===== config.mk =====
export PLATFORM = sky130hd
export DESIGN_NAME = serial_tx_scheduler
export DESIGN_NICKNAME = d
export VERILOG_FILES = /design/src/rtl/serial_pkg.sv /design/src/rtl/rr_arbiter_4.sv /design/src/rtl/serial_tx_scheduler.sv
export SDC_FILE = /design/constraint.sdc
export NUM_CORES = 1
export LEC_CHECK = 0
export ABC_AREA = 1
export CORE_MARGIN = 1.5
export CORE_UTILIZATION = 45
export CTS_CLUSTER_SIZE = 10
export DETAILED_ROUTE_END_ITERATION = 16
export PLACE_DENSITY = 0.77
export SLEW_MARGIN = 30
export SYNTH_ARGS = -nofsm -noshare
export SYNTH_HDL_FRONTEND = slang
export SYNTH_HIERARCHICAL = 1
export SYNTH_SLANG_ARGS = --single-unit

===== constraint.sdc =====
create_clock -name clk -period 2.75 [get_ports clk]
set_input_delay 0.55 -clock clk [delete_from_list [all_inputs] [get_ports clk]]
set_output_delay 0.55 -clock clk [all_outputs]
set_load 0.005 [all_outputs]

===== src/rtl/serial_pkg.sv =====
// Shared types, widths and helpers for the four-requester serial frame transmitter.
package serial_pkg;

    localparam int   NREQ       = 4;
    localparam int   PORT_W     = 2;
    localparam int   CNT_W      = 4;
    localparam int   BYTE_W     = 8;
    localparam logic IDLE_LEVEL = 1'b1;

    typedef enum logic [2:0] {
        IDLE,
        START,
        PORT,
        COUNT,
        DATA,
        GAP
    } state_e;

    function automatic logic [1:0] onehot_idx(input logic [NREQ-1:0] oh);
        logic [1:0] idx;
        idx = '0;
        for (int i = 0; i < NREQ; i++) begin
            if (oh[i]) idx = 2'(i);
        end
        return idx;
    endfunction

endpackage


===== src/rtl/rr_arbiter_4.sv =====
// Four-way round-robin arbiter: the search begins one past the previous winner and wraps 3 -> 0.
module rr_arbiter_4
    import serial_pkg::*;
(
    input  logic [NREQ-1:0] req,
    input  logic [1:0]      last,
    input  logic            en,
    output logic [NREQ-1:0] gnt
);

    always_comb begin
        logic [1:0] idx;
        logic       found;
        gnt   = '0;
        idx   = '0;
        found = 1'b0;
        if (en) begin
            for (int k = 1; k <= NREQ; k++) begin
                idx = last + 2'(k);
                if (!found && req[idx]) begin
                    gnt[idx] = 1'b1;
                    found    = 1'b1;
                end
            end
        end
    end

endmodule


===== src/rtl/serial_tx_scheduler.sv =====
// Arbitrates four frame requesters and serialises start, port, count and payload bytes MSB first.
//   state | meaning
//   IDLE  | line high, arbitrate on req
//   START | start bit (0)
//   PORT  | 2 port bits
//   COUNT | 4 byte-count bits
//   DATA  | 8*N payload bits
//   GAP   | line high for GAP_CYCLES, grant held
module serial_tx_scheduler
    import serial_pkg::*;
#(
    parameter int GAP_CYCLES = 2
) (
    input  logic                   clk,
    input  logic                   reset,
    input  logic [NREQ-1:0]        req,
    input  logic [NREQ*PORT_W-1:0] req_port,
    input  logic [NREQ*CNT_W-1:0]  req_bytes,
    input  logic [NREQ*BYTE_W-1:0] req_data,
    output logic [NREQ-1:0]        gnt,
    output logic [NREQ-1:0]        byte_ack,
    output logic                   serOut,
    output logic                   busy,
    output logic                   done
);

    localparam logic [3:0] GAP_LOAD = 4'(GAP_CYCLES - 1);

    state_e              state_q, state_d;
    logic [PORT_W-1:0]   port_q,  port_d;
    logic [CNT_W-1:0]    cnt_q,   cnt_d;
    logic [CNT_W-1:0]    left_q,  left_d;
    logic [1:0]          win_q,   win_d;
    logic [NREQ-1:0]     gnt_q,   gnt_d;
    logic [NREQ-1:0]     ack_q,   ack_d;
    logic [2:0]          bit_q,   bit_d;
    logic [3:0]          gap_q,   gap_d;
    logic [BYTE_W-1:0]   sh_q,    sh_d;
    logic                ser_q,   ser_d;
    logic                done_q,  done_d;

    logic [NREQ-1:0]     arb_gnt;
    logic [1:0]          arb_idx;
    logic [BYTE_W-1:0]   cur_byte;

    rr_arbiter_4 u_arb (
        .req  (req),
        .last (win_q),
        .en   (state_q == IDLE),
        .gnt  (arb_gnt)
    );

    assign arb_idx  = onehot_idx(arb_gnt);
    assign cur_byte = req_data[{win_q, 3'b000} +: BYTE_W];

    always_comb begin
        state_d = state_q;
        port_d  = port_q;
        cnt_d   = cnt_q;
        left_d  = left_q;
        win_d   = win_q;
        gnt_d   = gnt_q;
        bit_d   = bit_q;
        gap_d   = gap_q;
        sh_d    = sh_q;
        ser_d   = ser_q;
        ack_d   = '0;
        done_d  = 1'b0;

        unique case (state_q)
            IDLE: begin
                ser_d = IDLE_LEVEL;
                if (arb_gnt != '0) begin
                    state_d = START;
                    win_d   = arb_idx;
                    gnt_d   = arb_gnt;
                    port_d  = req_port[{arb_idx, 1'b0} +: PORT_W];
                    cnt_d   = req_bytes[{arb_idx, 2'b00} +: CNT_W];
                    ser_d   = 1'b0;
                end
            end
            START: begin
                state_d = PORT;
                ser_d   = port_q[1];
                bit_d   = 3'd1;
            end
            PORT: begin
                if (bit_q != 3'd0) begin
                    ser_d = port_q[0];
                    bit_d = 3'd0;
                end else begin
                    state_d = COUNT;
                    ser_d   = cnt_q[3];
                    bit_d   = 3'd3;
                end
            end
            COUNT: begin
                if (bit_q != 3'd0) begin
                    ser_d = cnt_q[bit_q[1:0] - 2'd1];
                    bit_d = bit_q - 3'd1;
                end else if (cnt_q == '0) begin
                    state_d = GAP;
                    ser_d   = IDLE_LEVEL;
                    gap_d   = GAP_LOAD;
                    done_d  = 1'b1;
                end else begin
                    state_d = DATA;
                    sh_d    = cur_byte;
                    ser_d   = cur_byte[BYTE_W-1];
                    bit_d   = 3'd7;
                    left_d  = cnt_q - 4'd1;
                    ack_d   = gnt_q;
                end
            end
            DATA: begin
                if (bit_q != 3'd0) begin
                    ser_d = sh_q[bit_q - 3'd1];
                    bit_d = bit_q - 3'd1;
                end else if (left_q != '0) begin
                    // next byte follows with no idle bit; requester swaps data on the ack
                    sh_d   = cur_byte;
                    ser_d  = cur_byte[BYTE_W-1];
                    bit_d  = 3'd7;
                    left_d = left_q - 4'd1;
                    ack_d  = gnt_q;
                end else begin
                    state_d = GAP;
                    ser_d   = IDLE_LEVEL;
                    gap_d   = GAP_LOAD;
                    done_d  = 1'b1;
                end
            end
            GAP: begin
                ser_d = IDLE_LEVEL;
                if (gap_q == 4'd0) begin
                    state_d = IDLE;
                    gnt_d   = '0;
                end else begin
                    gap_d = gap_q - 4'd1;
                end
            end
            default: begin
                state_d = IDLE;
                gnt_d   = '0;
                ser_d   = IDLE_LEVEL;
            end
        endcase
    end

    always_ff @(posedge clk or negedge reset) begin
        if (!reset) begin
            state_q <= IDLE;
            port_q  <= '0;
            cnt_q   <= '0;
            left_q  <= '0;
            win_q   <= 2'd3;
            gnt_q   <= '0;
            ack_q   <= '0;
            bit_q   <= '0;
            gap_q   <= '0;
            sh_q    <= '0;
            ser_q   <= IDLE_LEVEL;
            done_q  <= 1'b0;
        end else begin
            state_q <= state_d;
            port_q  <= port_d;
            cnt_q   <= cnt_d;
            left_q  <= left_d;
            win_q   <= win_d;
            gnt_q   <= gnt_d;
            ack_q   <= ack_d;
            bit_q   <= bit_d;
            gap_q   <= gap_d;
            sh_q    <= sh_d;
            ser_q   <= ser_d;
            done_q  <= done_d;
        end
    end

    assign gnt      = gnt_q;
    assign byte_ack = ack_q;
    assign serOut   = ser_q;
    assign busy     = (state_q != IDLE);
    assign done     = done_q;

endmodule


# --- After elaboration in Yosys (flattened, before gate mapping) ---
# Index checks and enable logic that the tools add are counted.
# W data, S select, Z words.
totals:
  input_bits: 62
  ff_bits: 40
  output_inout_bits: 11
  wordCells: 168
op_classes:
  n_addsub: 8
  magnitude_cmp: 10
  n_shift: 3
  n_eq_ne: 17
  n_mux: 87
  reduce_logical: 27
  bitwise_logic: 4
ops:
  columns: ["op", "n"]
  rows:
  - ["$mux W4", 23]
  - ["$mux W8", 4]
  - ["$shiftx A32 B6 Y8", 1]
  - ["$mux W3", 10]
  - ["$mux W1", 28]
  - ["$pmux W4 S3", 2]
  - ["$ne A2 B2 Y1 const B", 10]
  - ["$pmux W3 S6", 1]
  - ["$pmux W4 S2", 2]
  - ["$pmux W8 S2", 1]
  - ["$shiftx A16 B5 Y4", 1]
  - ["$lt A2 B3 Y1 const B", 5]
  - ["$or A4 B4 Y4", 3]
  - ["$pmux W3 S4", 1]
  - ["$reduce_and A6 Y1", 2]
  - ["$reduce_bool A4 Y1", 3]
  - ["$sub A4 B1 Y4 const B", 3]
  - ["$bmux W1 S2", 5]
  - ["$reduce_bool A3 Y1", 3]
  - ["$demux W1 S2", 4]
  - ["$ge A2 B1 Y1 const B", 4]
  - ["$logic_not A4 Y1", 2]
  - ["$shiftx A8 B4 Y2", 1]
  - ["$logic_and A1 B1 Y1", 7]
  - ["21 further kinds", 30]

# --- Depth between registers and ports, before layout ---
depth:
  ltp_word: 21
  depth_mapped: 18
  ltp_nobuf: 17

# --- Modules after synthesis ---
# Netlist, hierarchy kept.
modules_own_cells:
  columns: ["module", "cells_each", "n_inst", "area_per_inst_um2", "seq_area_each_um2"]
  rows:
  - ["serial_tx_scheduler", 366, 1, 2558.7, 1004.7]
  - ["rr_arbiter_4", 79, 1, 446.7, 0.0]

# --- Least setup slack after synthesis ---
# Ideal clock, no wire load.
synth_timing:
  path_kind: "register to register"
  startpoint: "reg win_q[1]"
  endpoint: "reg state_q[0]"
  t_arrival_ns: 2.540
  synth_period_minus_slack_ns: 2.671
  path_stages_with_launch: 15
  setup_time_ns: 0.131
  required_ns: 2.619
  path_slack_ns: 0.079
  n_path_buf: 0
  path_cell_list: "dfstp_2 inv_1 ha_1 inv_1 nand3_4 nand2_4 nand2_2 nor2_4 nand2_1 a21oi_1 nor2_1 nand3_1 o21ai_0 nor2_1 o21ai_0"
synth_via:
  elab_chain_cells: 20
  word_cells_on_any_way: 57
  classes_between: "3 x add/sub; 8 x order compare; 1 x eq/ne; 30 x mux; 3 x bitwise; 12 x reduce/logical"
synth_rtl:
  columns: ["item", "line", "source"]
  rows:
  - ["start, declared", "serial_tx_scheduler.sv:33", "logic [1:0] win_q, win_d;"]
  - ["start signal, assigned", "serial_tx_scheduler.sv:169", "win_q <= win_d;"]
  - ["branches (longest 15 deep; another with $lt A2 B3 Y1)", null, null]
  - ["$mux W4 (*)", "rr_arbiter_4.sv:20", "if (!found && req[idx]) begin"]
  - ["$mux W4 (*)", "rr_arbiter_4.sv:17", "if (en) begin"]
  - ["via arb_gnt[3]", "serial_tx_scheduler.sv:42", "logic [NREQ-1:0] arb_gnt;"]
  - ["$reduce_bool A4 Y1 (*)", "serial_tx_scheduler.sv:73", "if (arb_gnt != '0) begin"]
  - ["$ne A2 B2 Y1 (no source line) (*)", null, null]
  - ["$reduce_and A6 Y1 (no source line) (*)", null, null]
  - ["end signal, assigned", "serial_tx_scheduler.sv:165", "state_q <= state_d;"]
  - ["end, declared", "serial_tx_scheduler.sv:29", "state_e state_q, state_d;"]
# Mark *: on every way through the listed nets, which the timed path passes. The select of a mux whose other input is x is not followed.
# A chain may end at the register's enable or synchronous reset.

# --- Worst setup path in the final report ---
layout_timing:
  startpoint: "reg win_q[0]"
  endpoint: "reg cnt_q[0]"
layout_via:
  word_cells_on_any_way: 60
  classes_between: "3 x add/sub; 8 x order compare; 1 x shift; 33 x mux; 3 x bitwise; 12 x reduce/logical"
layout_rtl:
  columns: ["item", "line", "source"]
  rows:
  - ["branches (longest 15 deep; another with $lt A2 B3 Y1)", null, null]
  - ["$mux W4 (*)", "rr_arbiter_4.sv:20", null]
  - ["$mux W4 (*)", "rr_arbiter_4.sv:17", null]
  - ["via arb_gnt[2]", "serial_tx_scheduler.sv:42", null]
  - ["$mux W2 (2 in a row)", "serial_pkg.sv:23", "if (oh[i]) idx = 2'(i);"]
  - ["$shiftx A16 B5 Y4", "serial_tx_scheduler.sv:78", "cnt_d = req_bytes[{arb_idx, 2'b00} +: CNT_W];"]
  - ["end signal, assigned", "serial_tx_scheduler.sv:167", "cnt_q <= cnt_d;"]
  - ["end, declared", "serial_tx_scheduler.sv:31", "logic [CNT_W-1:0] cnt_q, cnt_d;"]
# Marked as above.

==> impl_metrics.env <==
export IMPL_wl_mm=7.56
export IMPL_cp_endpoint="cnt_q[0]"
export IMPL_netlist_area_um2=3010
export IMPL_synthArstFlopShare=1.00
export IMPL_power_frac_seq=0.248
export IMPL_die_w_um=84.7
export IMPL_outcome="complete, no violations"
export IMPL_reg2reg_slack_ns=0.20
export IMPL_path_cells="inv_2, ha_2, inv_2, nand3_4, nand2_4, nand3_2, nor2_1, nor2_1, a21oi_2, inv_1, a21oi_4, inv_2, nor3_1, nor2_1, nand2_1, nand2_1"
export IMPL_avgSynthCellArea_um2=6.75
export IMPL_cp_required_ns=2.94
export IMPL_syn_to_final_growth_pct=32.8
export IMPL_finalMaxSlewViolations=0
export IMPL_viasPerCell=5.17
export IMPL_layout_common_cells="nand2_1, clkdlybuf4s50_1, nor2_1, inv_1, o21ai_0"
export IMPL_fin_area_um2=3990
export IMPL_layout_drive_gt1_share=0.132
export IMPL_port_buffers=72
export IMPL_met2_usage=0.395
export IMPL_ios=73
export IMPL_cp_max_fo=7
export IMPL_root_buffer="clkbuf_8"
export IMPL_dieHeight_um=84.7
export IMPL_hold_slack_ns=0.202
export IMPL_multi_input_area_um2=1760
export IMPL_ff_latch_area_um2=1000
export IMPL_ys_ff_latch=40
export IMPL_p_per_area_nw_per_um2=1040
export IMPL_tns_ns=0
export IMPL_critPathKind="reg -> reg"
export IMPL_grt_pass1_wl_mm=13.1
export IMPL_grt_use_met3=0.0383
export IMPL_synth_yosys_seq_area_share=0.334
export IMPL_pwr_share_comb=0.656
export IMPL_synthFlopType="dfrtp_1"
export IMPL_synth_warning_count=6
export IMPL_dp_hpwl_mm=5.97
export IMPL_endpoint_kind="flop"
export IMPL_p_int_mw=2.11
export IMPL_path_clk_slew_ns=0.07
export IMPL_period_share=0.926
export IMPL_grt_max_degree=41
export IMPL_hold_viol=0
export IMPL_grt_usage=0.222
export IMPL_reg2regPathDepth=16
export IMPL_setup_viol=0
export IMPL_ant_nets=0
export IMPL_htreeDepth=2
export IMPL_gp_congestion=0.979
export IMPL_pwr_share_clk=0.096
export IMPL_p_sw_mw=2.05
export IMPL_syn_nets=519
export IMPL_hp_class="in -> async"
export IMPL_slew_limit_headroom=0.676
export IMPL_drv_cap=0
export IMPL_post_drt_wl_per_cell_um=12.5
export IMPL_vdd_drop_max_mv=0.575
export IMPL_fmax_mhz=393
export IMPL_drt_pass1_iter_count=5
export IMPL_num_antenna_cells=0
export IMPL_final_common_cell="nand2_1"
export IMPL_top_usage_layer="met2"
export IMPL_overflow=0
export IMPL_cts_buffers=5
export IMPL_core_area_um2=6390
export IMPL_antenna_found_initial=0
export IMPL_hold_buffers=0
export IMPL_cts_tree="done"
export IMPL_clock_latency_ns=0.30
export IMPL_cp_arrival_ns=2.73
export IMPL_slowest_stage="dfstp_2"
export IMPL_cp_start_kind="flop"
export IMPL_worst_pin_slew_ns=0.486
export IMPL_power_leakage_nw=1.91
export IMPL_use_met1=0.275
export IMPL_dieArea_um2=7180
export IMPL_skew_ns=0.00762
export IMPL_crit_start="win_q[0]"
export IMPL_drc=0
export IMPL_synth_edf_count=0
export IMPL_cts_num_sinks=40
export IMPL_clockBufferDepth=2
export IMPL_ys_types=34
export IMPL_timing_rr_end="cnt_q[0]"
export IMPL_dpl_cell_area_um2=3870
export IMPL_fin_nets=602
export IMPL_finalCriticalPeriod_ns=2.55
export IMPL_sw_frac_of_total=0.493
export IMPL_fillerInstances=586
export IMPL_synthCells=445
export IMPL_total_power_mw=4.15
export IMPL_start_util=0.471
export IMPL_grt_pass1_vias=3073
export IMPL_crit_path_max_incr_delay_ns=0.55
export IMPL_row_count=29
export IMPL_drt_initial_drc_count=222
export IMPL_vias=3135
export IMPL_r2r_start="win_q[0]"
## area by class of cell
| cell class | count | area share |
|---|---|---|
| Clock buffer | 8 | 0.0226 |
| Inverter | 57 | 0.0536 |
| Sequential cell | 40 | 0.252 |
| Tap cell | 77 | 0.0241 |
| Timing Repair Buffer | 84 | 0.207 |
| Multi-Input combinational cell | 340 | 0.441 |
## worst max-delay path: cells and delay by family, from the launching register on
| kind | cells | cell delay [ns] |
|---|---|---|
| AOI/OAI and AO/OA | 2 | 0.34 |
| adders and majority gates | 1 | 0.32 |
| and+or+nand+nor | 9 | 0.89 |
| buffers and inverters | 4 | 0.34 |
| DFF | 1 | 0.55 |
## metrics by stage
stage,utilization,setup WS (ns),cells
global placement,0.605,0.00317,598
finish,0.625,0.204,606
detailed placement,0.605,-0.00371,598
global route,0.625,-0.0296,606
floorplan,-,0.0786,445
CTS,0.620,0.0558,606
## worst min-delay path by stage
stage,start,to,slack (ns),cells after the start
5_1_grt,reset,sh_q[0],0.24,1
4_1_cts,reset,sh_q[0],0.38,1
3_3_place_gp,gap_q[1],gap_q[1],0.45,2
3_5_place_dp,gap_q[1],gap_q[1],0.46,2
2_1_floorplan,reset,bit_q[0],0.25,0
6_report,reset,sh_q[0],0.20,1
## metal layers
metal	share of wire	vias up
li1	-	1581
met1	0.45	1443
met2	0.48	92
met3	0.051	19
met4	0.018	0
met5	0	-
## synthesized netlist by cell type (2+ instances only)
library cell	instances	area (um2)
inv_1	49	184
ha_1	12	150
nor2_2	2	12.5
dfstp_2	3	78.8
xor2_1	4	35.0
nor2_4	2	22.5
nand3_1	32	160
o22ai_1	8	50.1
clkbuf_1	3	11.3
buf_2	3	15.0
clkinv_1	2	7.51
nand2_1	123	462
nand3_2	2	20.0
nand2_2	7	43.8
a21oi_1	11	55.1
or2_2	2	12.5
o21ai_1	4	20.0
o21ai_2	8	70.1
nand2_4	4	45.0
nor2_1	62	233
inv_2	6	22.5
nand3_4	2	35.0
dfrtp_1	37	926
o21ai_0	47	235
## state kept, by name (all words and copies together), names as in the netlist
register  cells
sh_q          8
byte_ack      4
cnt_q         4
gap_q         4
gnt           4
left_q        4
bit_q         3
state_q       3
port_q        2
win_q         2
done          1
serOut        1
## kinds of logic (layout without fill, tap and decap cells)
family,count (synthesis),after routing,share of synthesized area
adder cells (fa/ha/maj),12,12,0.0500
AO/OA/AOI/OAI,81,81,0.151
AND/OR/NAND/NOR,242,242,0.361
flip-flops,40,40,0.334
buffers and inverters,65,149,0.0891
XOR/XNOR,5,5,0.0146
## what timing repair did
action | in CTS | in global routing
gates resized for setup | 0 | 13
endpoints found under the setup margin | 0 | 13
setup buffers | 0 | 0
## power groups by stage
stage	registers (mW)	clock network, mW	logic [mW]
6_report	1.03	0.400	2.72
5_1_grt	1.05	0.434	3.08
4_1_cts	1.02	0.407	2.64
3_5_place_dp	1.03	0	2.62
3_3_place_gp	1.03	0	2.56
2_1_floorplan	0.994	0	1.87
Power figures use the tool's default switching activity.
